## src/rtl/voice_alloc.sv

```systemverilog
// Polyphonic voice allocator: LRU voice assignment with oldest-voice stealing.
// Optional sustain pedal support when VOICE_ALLOC_SUSTAIN_EN is defined.
module voice_alloc #(
  parameter int VOICES = 4,
  parameter int AGE_W  = 2
) (
  input  logic                  clk,
  input  logic                  rst,
  input  logic                  note_on,
  input  logic                  note_off,
  input  logic [6:0]            note,
  input  logic [6:0]            velocity,
`ifdef VOICE_ALLOC_SUSTAIN_EN
  input  logic                  sustain,
`endif
  output logic [VOICES-1:0]     gate,
  output logic [VOICES*7-1:0]   voice_note,
  output logic [VOICES*7-1:0]   voice_vel,
  output logic [VOICES-1:0]     trig,
  output logic                  all_busy
);

  logic [VOICES-1:0][6:0]       note_r, note_n, vel_r, vel_n;
  logic [VOICES-1:0][AGE_W-1:0] age_r, age_n;
  logic [VOICES-1:0]            gate_r, gate_n, trig_r, trig_n, match;
  logic                         busy_r;
  logic [AGE_W-1:0]             tgt, best;
  logic                         hit, found;
  logic                         on_ev, off_ev;

  // Velocity-zero note_on is a note_off; note_on wins over a simultaneous note_off.
  assign on_ev  = note_on && (velocity != 7'd0);
  assign off_ev = note_on ? (velocity == 7'd0) : note_off;

  for (genvar i = 0; i < VOICES; i++) begin : g_match
    assign match[i] = gate_r[i] && (note_r[i] == note);
  end

`ifdef VOICE_ALLOC_SUSTAIN_EN
  logic [VOICES-1:0] held_r, held_n;
  logic              sus_q, sus_qq, sus_fall;

  always_ff @(posedge clk or posedge rst) begin
    if (rst) begin
      sus_q  <= 1'b0;
      sus_qq <= 1'b0;
      held_r <= '0;
    end else begin
      sus_q  <= sustain;
      sus_qq <= sus_q;
      held_r <= held_n;
    end
  end

  assign sus_fall = sus_qq & ~sus_q;
`endif

  // Target priority: retrigger (lowest index), then oldest free, then steal oldest.
  always_comb begin
    hit   = 1'b0;
    found = 1'b0;
    best  = '0;
    tgt   = '0;
    for (int i = VOICES - 1; i >= 0; i--)
      if (match[i]) begin
        hit = 1'b1;
        tgt = AGE_W'(i);
      end
    if (!hit) begin
      for (int i = 0; i < VOICES; i++)
        if (!gate_r[i] && (!found || age_r[i] > best)) begin
          found = 1'b1;
          best  = age_r[i];
          tgt   = AGE_W'(i);
        end
      if (!found)
        for (int i = 0; i < VOICES; i++)
          if (age_r[i] == AGE_W'(VOICES - 1)) tgt = AGE_W'(i);
    end
  end

  always_comb begin
    gate_n = gate_r;
    note_n = note_r;
    vel_n  = vel_r;
    age_n  = age_r;
    trig_n = '0;
`ifdef VOICE_ALLOC_SUSTAIN_EN
    held_n = held_r;
    if (sus_fall) begin
      gate_n = gate_r & ~held_r;
      held_n = '0;
    end
`endif
    if (on_ev) begin
      for (int j = 0; j < VOICES; j++)
        if (age_r[j] < age_r[tgt]) age_n[j] = age_r[j] + AGE_W'(1);
      age_n[tgt]  = '0;
      gate_n[tgt] = 1'b1;
      note_n[tgt] = note;
      vel_n[tgt]  = velocity;
      trig_n[tgt] = 1'b1;
`ifdef VOICE_ALLOC_SUSTAIN_EN
      held_n[tgt] = 1'b0;
`endif
    end else if (off_ev) begin
      for (int i = 0; i < VOICES; i++)
        if (match[i]) begin
`ifdef VOICE_ALLOC_SUSTAIN_EN
          if (sustain) held_n[i] = 1'b1;
          else begin
            gate_n[i] = 1'b0;
            held_n[i] = 1'b0;
          end
`else
          gate_n[i] = 1'b0;
`endif
        end
    end
  end

  always_ff @(posedge clk or posedge rst) begin
    if (rst) begin
      gate_r <= '0;
      note_r <= '0;
      vel_r  <= '0;
      trig_r <= '0;
      busy_r <= 1'b0;
      for (int i = 0; i < VOICES; i++) age_r[i] <= AGE_W'(i);
    end else begin
      gate_r <= gate_n;
      note_r <= note_n;
      vel_r  <= vel_n;
      trig_r <= trig_n;
      age_r  <= age_n;
      busy_r <= &gate_n;
    end
  end

  assign gate       = gate_r;
  assign voice_note = note_r;
  assign voice_vel  = vel_r;
  assign trig       = trig_r;
  assign all_busy   = busy_r;

endmodule

```

## config.mk

```make
export PLATFORM = sky130hd
export DESIGN_NAME = voice_alloc
export DESIGN_NICKNAME = d
export VERILOG_FILES = /design/src/rtl/voice_alloc.sv
export SDC_FILE = /design/constraint.sdc
export NUM_CORES = 1
export LEC_CHECK = 0
export BUFFER_PORTS_ARGS = -buffer_cell sky130_fd_sc_hd__buf_4
export CAP_MARGIN = 40
export CORE_MARGIN = 1
export CORE_UTILIZATION = 39
export DETAILED_ROUTE_END_ITERATION = 8
export GPL_ROUTABILITY_DRIVEN = 0
export GPL_TIMING_DRIVEN = 0
export PLACE_DENSITY = 0.61
export SETUP_SLACK_MARGIN = 0.02
export SYNTH_ARGS = -nofsm -noshare
export SYNTH_HDL_FRONTEND = slang
export SYNTH_SLANG_ARGS = --single-unit
```

## constraint.sdc

```tcl
create_clock -name clk -period 14.2 [get_ports clk]
set_clock_uncertainty 0.15 [all_clocks]
set_input_delay 2.84 -clock clk [delete_from_list [all_inputs] [get_ports clk]]
set_output_delay 2.84 -clock clk [all_outputs]
set_load 0.005 [all_outputs]
```

Yosys cells after proc, flatten, opt, wreduce, memory -nomap -nowiden
Index checks and enable logic that the tools add are counted.

Output and inout port bits: 65. Memories kept: 0. ROM bits: 0. Latch bits: 0. Flip-flop bits (word level): 73. RAM bits: 0.

Order comparisons: 9. Multipliers: 0. Div/mod/pow operators: 0. Add/sub/neg operators: 4. Reductions and logical operators: 21. Mux-type cells: 58. Shifts and indexed selects: 0. Equality and inequality tests: 8. Bitwise logic cells: 3.

Operators by type and width (number): 2-to-1 mux 2 bit (30); bitwise mux 28 bit (2); == test 7 bit (4); 2-to-1 mux 1 bit (18); demux 7 bit (select 2 bit) (1); 2-to-1 mux 4 bit (3); logical AND 1 bit (9); adder 2 x 1 -> 2 bit (second input constant) (4); AND 8 bit (1); == test 2 bit (second input constant) (4); less-than comparator 2 bit (4); inverter 8 bit (1); zero test 7 bit (1); 2-to-1 mux 7 bit (1); nonzero test 7 bit (1); greater-than comparator 2 bit (3); zero test 1 bit (6); binary-select mux 2 bit (select 2 bit) (1); demux 2 bit (select 2 bit) (1); bitwise OR 4 bit (1); AND reduction 4 bit (1); logical OR 1 bit (3); less-than comparator 2 x 3 -> 1 bit (second input constant) (1); demux 1 bit (select 2 bit) (1); >= comparator 2 x 1 -> 1 bit (second input constant) (1).

Depth between registers and ports, before layout
Gate-level depths: netlist of the first run.

Word-level depth: 34. Gate-level depth with buffers: 29. Depth with buffers taken out: 27.

Worst setup path after synthesis of the first run
Ideal clock, no wire load.

Kind: input-to-reg. Start: input port note[4]. End: register age_r[7] in the netlist's numbering. Stages: 14. Arrival: 5.490 ns. Library setup time: 0.073 ns. Slack: 8.487 ns. Required time: 13.977 ns. Cells stage by stage: buf_2 xor2_1 nor4_4 and4_4 nor4_1 nand2b_1 buf_4 o21ai_0 mux2_2 ha_1 o31ai_1 a21oi_1 or3b_1 a21oi_1.

Word-level cells in the longest chain between the ends: 22. Elaborated cells between the ends (all ways): 38.

Ends and longest elaborated chain: from (decl) (line 11) `input logic [6:0] note,`; == test 7 bit (line 36) `assign match[i] = gate_r[i] && (note_r[i] == note);`; logical AND 1 bit (line 36); 2-to-1 mux 2 bit (4 in a row) (line 65) `if (match[i]) begin`; 2-to-1 mux 2 bit (4 in a row) (line 71) `if (!gate_r[i] && (!found || age_r[i] > best)) begin`; 2-to-1 mux 2 bit (4 in a row) (line 78) `if (age_r[i] == AGE_W'(VOICES - 1)) tgt = AGE_W'(i);`; 2-to-1 mux 2 bit (line 76) `if (!found)`; 2-to-1 mux 2 bit (*) (line 69) `if (!hit) begin`; binary-select mux 2 bit (select 2 bit), or another cell as far along (line 97) `if (age_r[j] < age_r[tgt]) age_n[j] = age_r[j] + AGE_W'(1);`; 2-to-1 mux 2 bit (not written as such) / logical AND 1 bit (equally long branches) (line 97, 98); less-than comparator 2 bit / 2-to-1 mux 2 bit (equally long branches) (line 97, 98); 2-to-1 mux 2 bit / demux 2 bit (select 2 bit) (equally long branches) (line 97, 98); 2-to-1 mux 2 bit / inverter 8 bit (equally long branches); AND 8 bit (no line) (*); to (signal assigned) (line 135) `age_r <= age_n;`; to (decl) (line 24) `logic [VOICES-1:0][AGE_W-1:0] age_r, age_n;`.

Every way passes the cells marked *; elsewhere a longest branch is shown, timed or not. The select of a mux whose other input is x is not followed. A chain may end at the register's enable or synchronous reset.

Worst setup path in the final report of the first run
Start: register gate_r[0], in the netlist gate[0]. End: register age_r[7] in the netlist's numbering.

Word-level cells in the longest chain between the ends: 28. Elaborated cells between the ends (all ways): 51.

Ends and longest elaborated chain: from (decl) (line 25) `logic [VOICES-1:0] gate_r, gate_n, trig_r, trig_n, match;`; from (signal assigned) (line 131) `gate_r <= gate_n;`; 2-to-1 mux 2 bit / 2-to-1 mux 1 bit (equally long branches) (line 71); 2-to-1 mux 2 bit / 2-to-1 mux 1 bit (equally long branches) (line 69); greater-than comparator 2 bit / zero test 1 bit (equally long branches) (line 71); logical OR 1 bit (line 71); logical AND 1 bit (line 71); 2-to-1 mux 2 bit / 2-to-1 mux 1 bit (equally long branches) (line 71); 2-to-1 mux 2 bit / 2-to-1 mux 1 bit (equally long branches) (line 69); greater-than comparator 2 bit / zero test 1 bit (equally long branches) (line 71); [... 12 more ...]; 2-to-1 mux 2 bit (line 76); 2-to-1 mux 2 bit (*) (line 69); binary-select mux 2 bit (select 2 bit), or another cell as far along (line 97); 2-to-1 mux 2 bit (not written as such) / logical AND 1 bit (equally long branches) (line 97, 98); less-than comparator 2 bit / 2-to-1 mux 2 bit (equally long branches) (line 97, 98); 2-to-1 mux 2 bit / demux 2 bit (select 2 bit) (equally long branches) (line 97, 98); 2-to-1 mux 2 bit / inverter 8 bit (equally long branches); AND 8 bit (no line) (*).

Marks and branches as above.

==> results of run 1 <==
-- routing by layer --
layer  GRT usage  vias up  share of wire
li1            -     1461              -
met1      0.2713     1516           0.46
met2      0.3278       89           0.47
met3     0.06293       11          0.061
met4     0.05275        2         0.0096
met5           0        -         0.0012
-- power by group through the flow --
stage	Combinational, mW	Clock, mW	Sequential (mW)
after detailed placement	0.814	0	0.405
after global placement	0.791	0	0.402
after global routing	0.904	0.175	0.417
final	0.815	0.163	0.402
after floorplan	0.533	0	0.395
after CTS	0.816	0.168	0.403
-- through the flow --
step	instance area [sq um]	instances	power [mW]
2_1_floorplan	3926	367	0.9278
3_3_place_gp	4656	575	1.193
3_5_place_dp	4678	576	1.219
4_1_cts	4875	592	1.387
5_1_grt	4875	592	1.495
6_report	4875	592	1.380
-- synth_stat cells, types with 2 or more instances --
master and number:
nor2_1 20, nand2b_1 2, nand4_1 3, o21a_1 2, a21oi_1 13, nand3_1 5
a21o_1 2, o21ai_0 15, mux2_2 42, and4_1 3, mux2_1 2, nor3_1 3
a31oi_1 2, nor2b_1 2, nor4_1 4, nand2_1 55, xor2_1 19, xnor2_1 9
clkbuf_1 2, dfstp_2 4, o31ai_1 3, ha_1 14, buf_2 7, or3_1 3
dfrtp_1 69, o21ai_1 2, buf_6 3, mux2i_1 2, o211ai_1 3, buf_4 5
inv_1 15
-- path summary, 6_finish.rpt --
| kind | startpoint | to | slack [ps] | cells after the start |
|---|---|---|---|---|
| hold reg to reg | voice_vel[23] | voice_vel[23] | 330 | 2 |
| setup reg to reg | gate[0] | age_r[7] | 7700 | 26 |
| max in group asynchronous | rst | age_r[7] | 10910 | 3 |
| setup / recovery | gate[0] | age_r[7] | 7700 | 26 |
| hold / removal | voice_vel[23] | voice_vel[23] | 330 | 2 |
| min in group asynchronous | rst | voice_note[18] | 2360 | 2 |
-- registers in the layout, summed over array words and instances, names as in the netlist --
name        cells
all_busy        1
voice_note     28
voice_vel      28
trig            4
age_r           8
gate            4
-- logic make-up after synthesis --
kind of cell	count (synthesis)	share of synthesized area
flip-flops	73	0.4665
adder cells (fa/ha/maj)	14	0.04461
XOR/XNOR	28	0.06246
AND/OR/NAND/NOR	115	0.1479
buffers and inverters	34	0.04525
multiplexers	46	0.1313
AO/OA/AOI/OAI	57	0.1020
-- cell type report --
| class | instances | area (sq um) | area share |
|---|---|---|---|
| timing repair buffer | 76 | 583.1 | 0.1196 |
| clock inverter | 6 | 68.82 | 0.01412 |
| tap | 133 | 166.4 | 0.03414 |
| sequential | 73 | 1832 | 0.3758 |
| buffer | 17 | 113.9 | 0.02336 |
| clock buffer | 10 | 127.6 | 0.02618 |
| multi-input combinational | 260 | 1917 | 0.3932 |
| inverter | 17 | 66.31 | 0.01360 |
-- tightest hold or removal path: cells and delay by family, from the launching register on --
family           cells  cell delay, ps
AND/OR/NAND/NOR      2             100
flip-flops           1             350
==> qor.yml, run 1 <==
run_status:
  outcome: "complete, no violations"
drt:
  dr.first_iter.drc_count: 115
  vias_per_cell: 5.201
  dr_total_vias: 3079
  drt-pass1-iter-count: 4
  wl_per_cell_um: 16.59
  ant_nets: 0
  drc: 0
  totalWireLength_um: 9819
finish:
  antenna_cells: 0
  drive_gt1_frac: 0.3660
  final_cell_mix: "buf_4, dfrtp_1, nand2_1"
  area_growth_pct: 24.16
  fill_cells: 950
  final_nets: 486
  final_util: 0.4987
  final_common_cell: "buf_4"
clocking:
  cts_tree: "done"
  clockBufferDepth: 2
  ctsHoldBuffers: 0
  cts-root-buf: "clkbuf_8"
  clk-insertion-delay-late_ps: 340
  clock_sinks: 73
  cts_resized: 0
  clkTransAtPathRegs_ps: 80
  h-tree-depth: 3
  postCtsSetupRepairBufs: 0
  cts_buffers: 9
yosys:
  syn-mean-instance-area_sq_um: 10.70
  synthCells: 367
  synth_top_area_frac: 0.4398
  dominantRegCellSynth: "dfrtp_1"
  synth_edf_count: 0
  ys_async_sr_fraction: 1.000
  ys_seq_area_frac: 0.4665
  synth_seq_cells: 73
  synthTopCellsByArea: "dfrtp_1, mux2_2, nand2_1"
  synth_cell_type_count: 63
  syn_nets: 399
  synth_top_cell_by_area: "dfrtp_1"
  yosysWarnings: 0
  syn_area_sq_um: 3926
power:
  ir_drop_mv: 0.1010
  sw_frac_of_total: 0.4154
  comb_power_share: 0.590
  leakage_nw: 2.269
  clockPowerShare: 0.118
  cell_internal_pwr_uw: 806.6
  powerDensity_nw_per_um2: 283.0
  seqPwrFrac: 0.291
  power_switching_uw: 573.2
worst_setup_path:
  crit_type: "register to register"
  path_delay_family: "compound AO/OA/AOI/OAI gates"
  critical-path-slowest-cell: "o311ai_1"
  start_kind: "register"
  cp.required_ps: 14320
  crit_arrival_ps: 6620
  path_common_cell: "ha_1"
  end_kind: "register"
  cp_slowest_stage_delay_ps: 480
  crit_fanout: 10
  critical_path_buf_inv_count: 3
floorplanning:
  num_io_pins: 83
  die_w_um: 102.3
  fp.dieH_um: 102.3
  die-area_sq_um: 10470
  rows: 36
  start_util: 0.4017
  core_area_sq_um: 9774
global_route:
  grt_first_pass_wirelength_um: 16160
  grt_usage: 0.2051
  grt_pass1_vias: 3098
  grt_max_degree: 40
  overflow: 0
  grt_antenna_before_repair: 1
sta:
  setup_tns_ps: 0
  final_max_slew_viol_count: 0
  fmax_mhz: 153.8
  fin_crit_sh: 0.4579
  final-setup-viol-count: 0
  worst_slew_pin_slew_ps: 759.5
  rsz0062_at_grt: "false"
  fin_crit_ps: 6503
  whs_ps: 334.6
  relSlewSlack: 0.4919
  hold_violations: 0
  timing.final.ws_setup_ps: 7697
placement:
  port_buffers: 75
  place_hpwl_um: 7284
  place_ws_ps: 7786
run:
  cap_violations: 0
worst_hold_path:
  hold_path.class: "register to register"
No activity file was read; power rests on OpenSTA's default activity.
==> inputs of run 2 (changes only) <==
--- a/config.mk
+++ b/config.mk
@@ -5,6 +5,7 @@
 export SDC_FILE = /design/constraint.sdc
 export NUM_CORES = 1
 export LEC_CHECK = 0
+export ABC_AREA = 1
 export BUFFER_PORTS_ARGS = -buffer_cell sky130_fd_sc_hd__buf_4
 export CAP_MARGIN = 40
 export CORE_MARGIN = 1
==> constraint.sdc (replaced) <==
create_clock -name clk -period 6 [get_ports clk]
set_clock_uncertainty 0.15 [all_clocks]
set_input_delay 1.2 -clock clk [delete_from_list [all_inputs] [get_ports clk]]
set_output_delay 1.2 -clock clk [all_outputs]
set_load 0.005 [all_outputs]
==> qor.yml, run 2 <==
yosys:
  synth_seq_cells: 73
  synth_top_area_frac: 0.4449
  ys_seq_area_frac: 0.4720
  yosysWarnings: 0
  yosysMostFrequentCell: "nand2_1"
  synth_common_cells: "nand2_1, dfrtp_1, inv_1"
  syn_nets: 511
  synth_cell_type_count: 30
  syn-mean-instance-area_sq_um: 8.103
  syn_area_sq_um: 3881
  ys_async_sr_fraction: 1.000
  synthTopCellsByArea: "dfrtp_1, nand2_1, o21ai_0"
  synth_edf_count: 0
  synth_top_cell_by_area: "dfrtp_1"
  dominantRegCellSynth: "dfrtp_1"
  synthCells: 479
drt:
  drt-pass1-iter-count: 5
  ant_nets: 0
  wl_per_cell_um: 14.40
  wl_met2_um: 4695
  wl_met3_um: 715
  totalWireLength_um: 10120
  drc: 0
  dr_total_vias: 3396
  highest_layer: "met4"
  wl_met1_um: 4494
  vias_per_cell: 4.831
  dr.first_iter.drc_count: 179
run:
  cap_violations: 0
finish:
  final_cell_area_sq_um: 4882
  antenna_cells: 0
  final_util: 0.5018
  area_growth_pct: 25.79
  final_common_cell: "nand2_1"
  drive_gt1_frac: 0.2474
  final_cell_mix: "nand2_1, buf_4, dfrtp_1"
  final_nets: 598
sta:
  relSlewSlack: 0.6325
  fmax_mhz: 193.1
  final-setup-viol-count: 0
  fin_crit_sh: 0.8632
  setup_tns_ps: 0
  timing.final.ws_setup_ps: 820.8
  worst_slew_pin_slew_ps: 551.2
  final_max_slew_viol_count: 0
  fin_crit_ps: 5179
  rsz0062_at_grt: "false"
  whs_ps: 341.1
  hold_violations: 0
clocking:
  clockBufferDepth: 2
  cts_tree: "done"
  cts_resized: 0
  h-tree-depth: 3
  postCtsSetupRepairBufs: 0
  ctsHoldBuffers: 0
  clkTransAtPathRegs_ps: 80
  clk-insertion-delay-late_ps: 340
  cts_buffers: 9
  cts-root-buf: "clkbuf_8"
  clock_sinks: 73
run_status:
  outcome: "complete, no violations"
floorplanning:
  die_w_um: 101.8
  core_area_sq_um: 9729
  num_io_pins: 83
  rows: 36
  die-area_sq_um: 10360
  start_util: 0.3989
  fp.dieH_um: 101.8
worst_setup_path:
  crit_fanout: 8
  critical-path-slowest-cell: "dfrtp_1"
  end_kind: "register"
  cp_slowest_stage_delay_ps: 490
  start_kind: "register"
  crit_arrival_ps: 5250
  crit_type: "register to register"
  cp.required_ps: 6070
  path_common_cell: "nand2_1"
power:
  leakage_nw: 2.564
  powerDensity_nw_per_um2: 675.8
  ir_drop_mv: 0.3069
global_route:
  grt_usage: 0.2113
  overflow: 0
  grt_max_degree: 63
  grt_antenna_before_repair: 0
  grt_pass1_vias: 3295
  grt_first_pass_wirelength_um: 16530
worst_hold_path:
  hold_path.class: "register to register"
placement:
  place_hpwl_um: 7531
  place_ws_ps: 834.9
  port_buffers: 75
  place_area_sq_um: 4641
## run 2: cell count changes after synthesis, moves of 16 or more
cell	change
nand2_1	+99
mux2_2	-42
xor2_1	-16
o21ai_0	+25
inv_1	+32
o21ai_1	+24
## run 2: metal layers
| metal | vias up | global-route usage |
|---|---|---|
| li1 | 1687 | - |
| met1 | 1581 | 0.2762 |
| met2 | 109 | 0.3436 |
| met3 | 19 | 0.04969 |
| met4 | 0 | 0.07358 |
| met5 | - | 0 |
## run 2: final cells by class
cell class / count / area [sq um]
fill: 974 / 4847
clock inverter: 5 / 103.9
timing repair buffer: 76 / 590.6
multi-input combinational: 330 / 1697
clock buffer: 10 / 137.6
tap: 133 / 166.4
sequential: 73 / 1832
inverter: 57 / 219.0
buffer: 19 / 136.4
## run 2: metrics by stage
step / power (mW) / std cells
finish: 3.300 / 703
floorplan: 2.144 / 479
detailed placement: 2.842 / 688
global route: 3.620 / 703
global placement: 2.777 / 687
CTS: 3.317 / 703
## run 2: final timing paths
path / slack [ps] / from / end / cells past startpoint
hold / removal: 340 / voice_vel[23] / voice_vel[23] / 2
setup reg to reg: 820 / gate[0] / age_r[4] / 35
max in group asynchronous: 4500 / rst / age_r[7] / 3
setup / recovery: 820 / gate[0] / age_r[4] / 35
min in group asynchronous: 610 / rst / trig[0] / 2
hold reg to reg: 340 / voice_vel[23] / voice_vel[23] / 2
## run 2: logic make-up (layout without fill, tap and decap cells)
logic type	count (synthesis)	after routing	share of synthesized area
buffers and inverters	76	167	0.09091
adder cells (fa/ha/maj)	14	14	0.04513
AO/OA/AOI/OAI	76	76	0.1012
XOR/XNOR	21	21	0.04739
AND/OR/NAND/NOR	219	219	0.2434
flip-flops	73	73	0.4720
## run 2: report_power, final
part / total, mW / leakage (nW) / switching (mW) / internal (mW)
logic: 1.89 / 1.55 / 1.11 / 0.780
clock network: 0.470 / 0.122 / 0.184 / 0.285
registers: 0.938 / 0.888 / 0.193 / 0.745
total: 3.30 / 2.56 / 1.49 / 1.81
## run 2: worst max-delay path, delay by kind of cell, from the launching register on
kind            cells  cell delay (ps)
simple gates       20             1740
fa+ha+maj           4             1200
compound gates      7             1120
buf+inv             4              340
flops               1              490
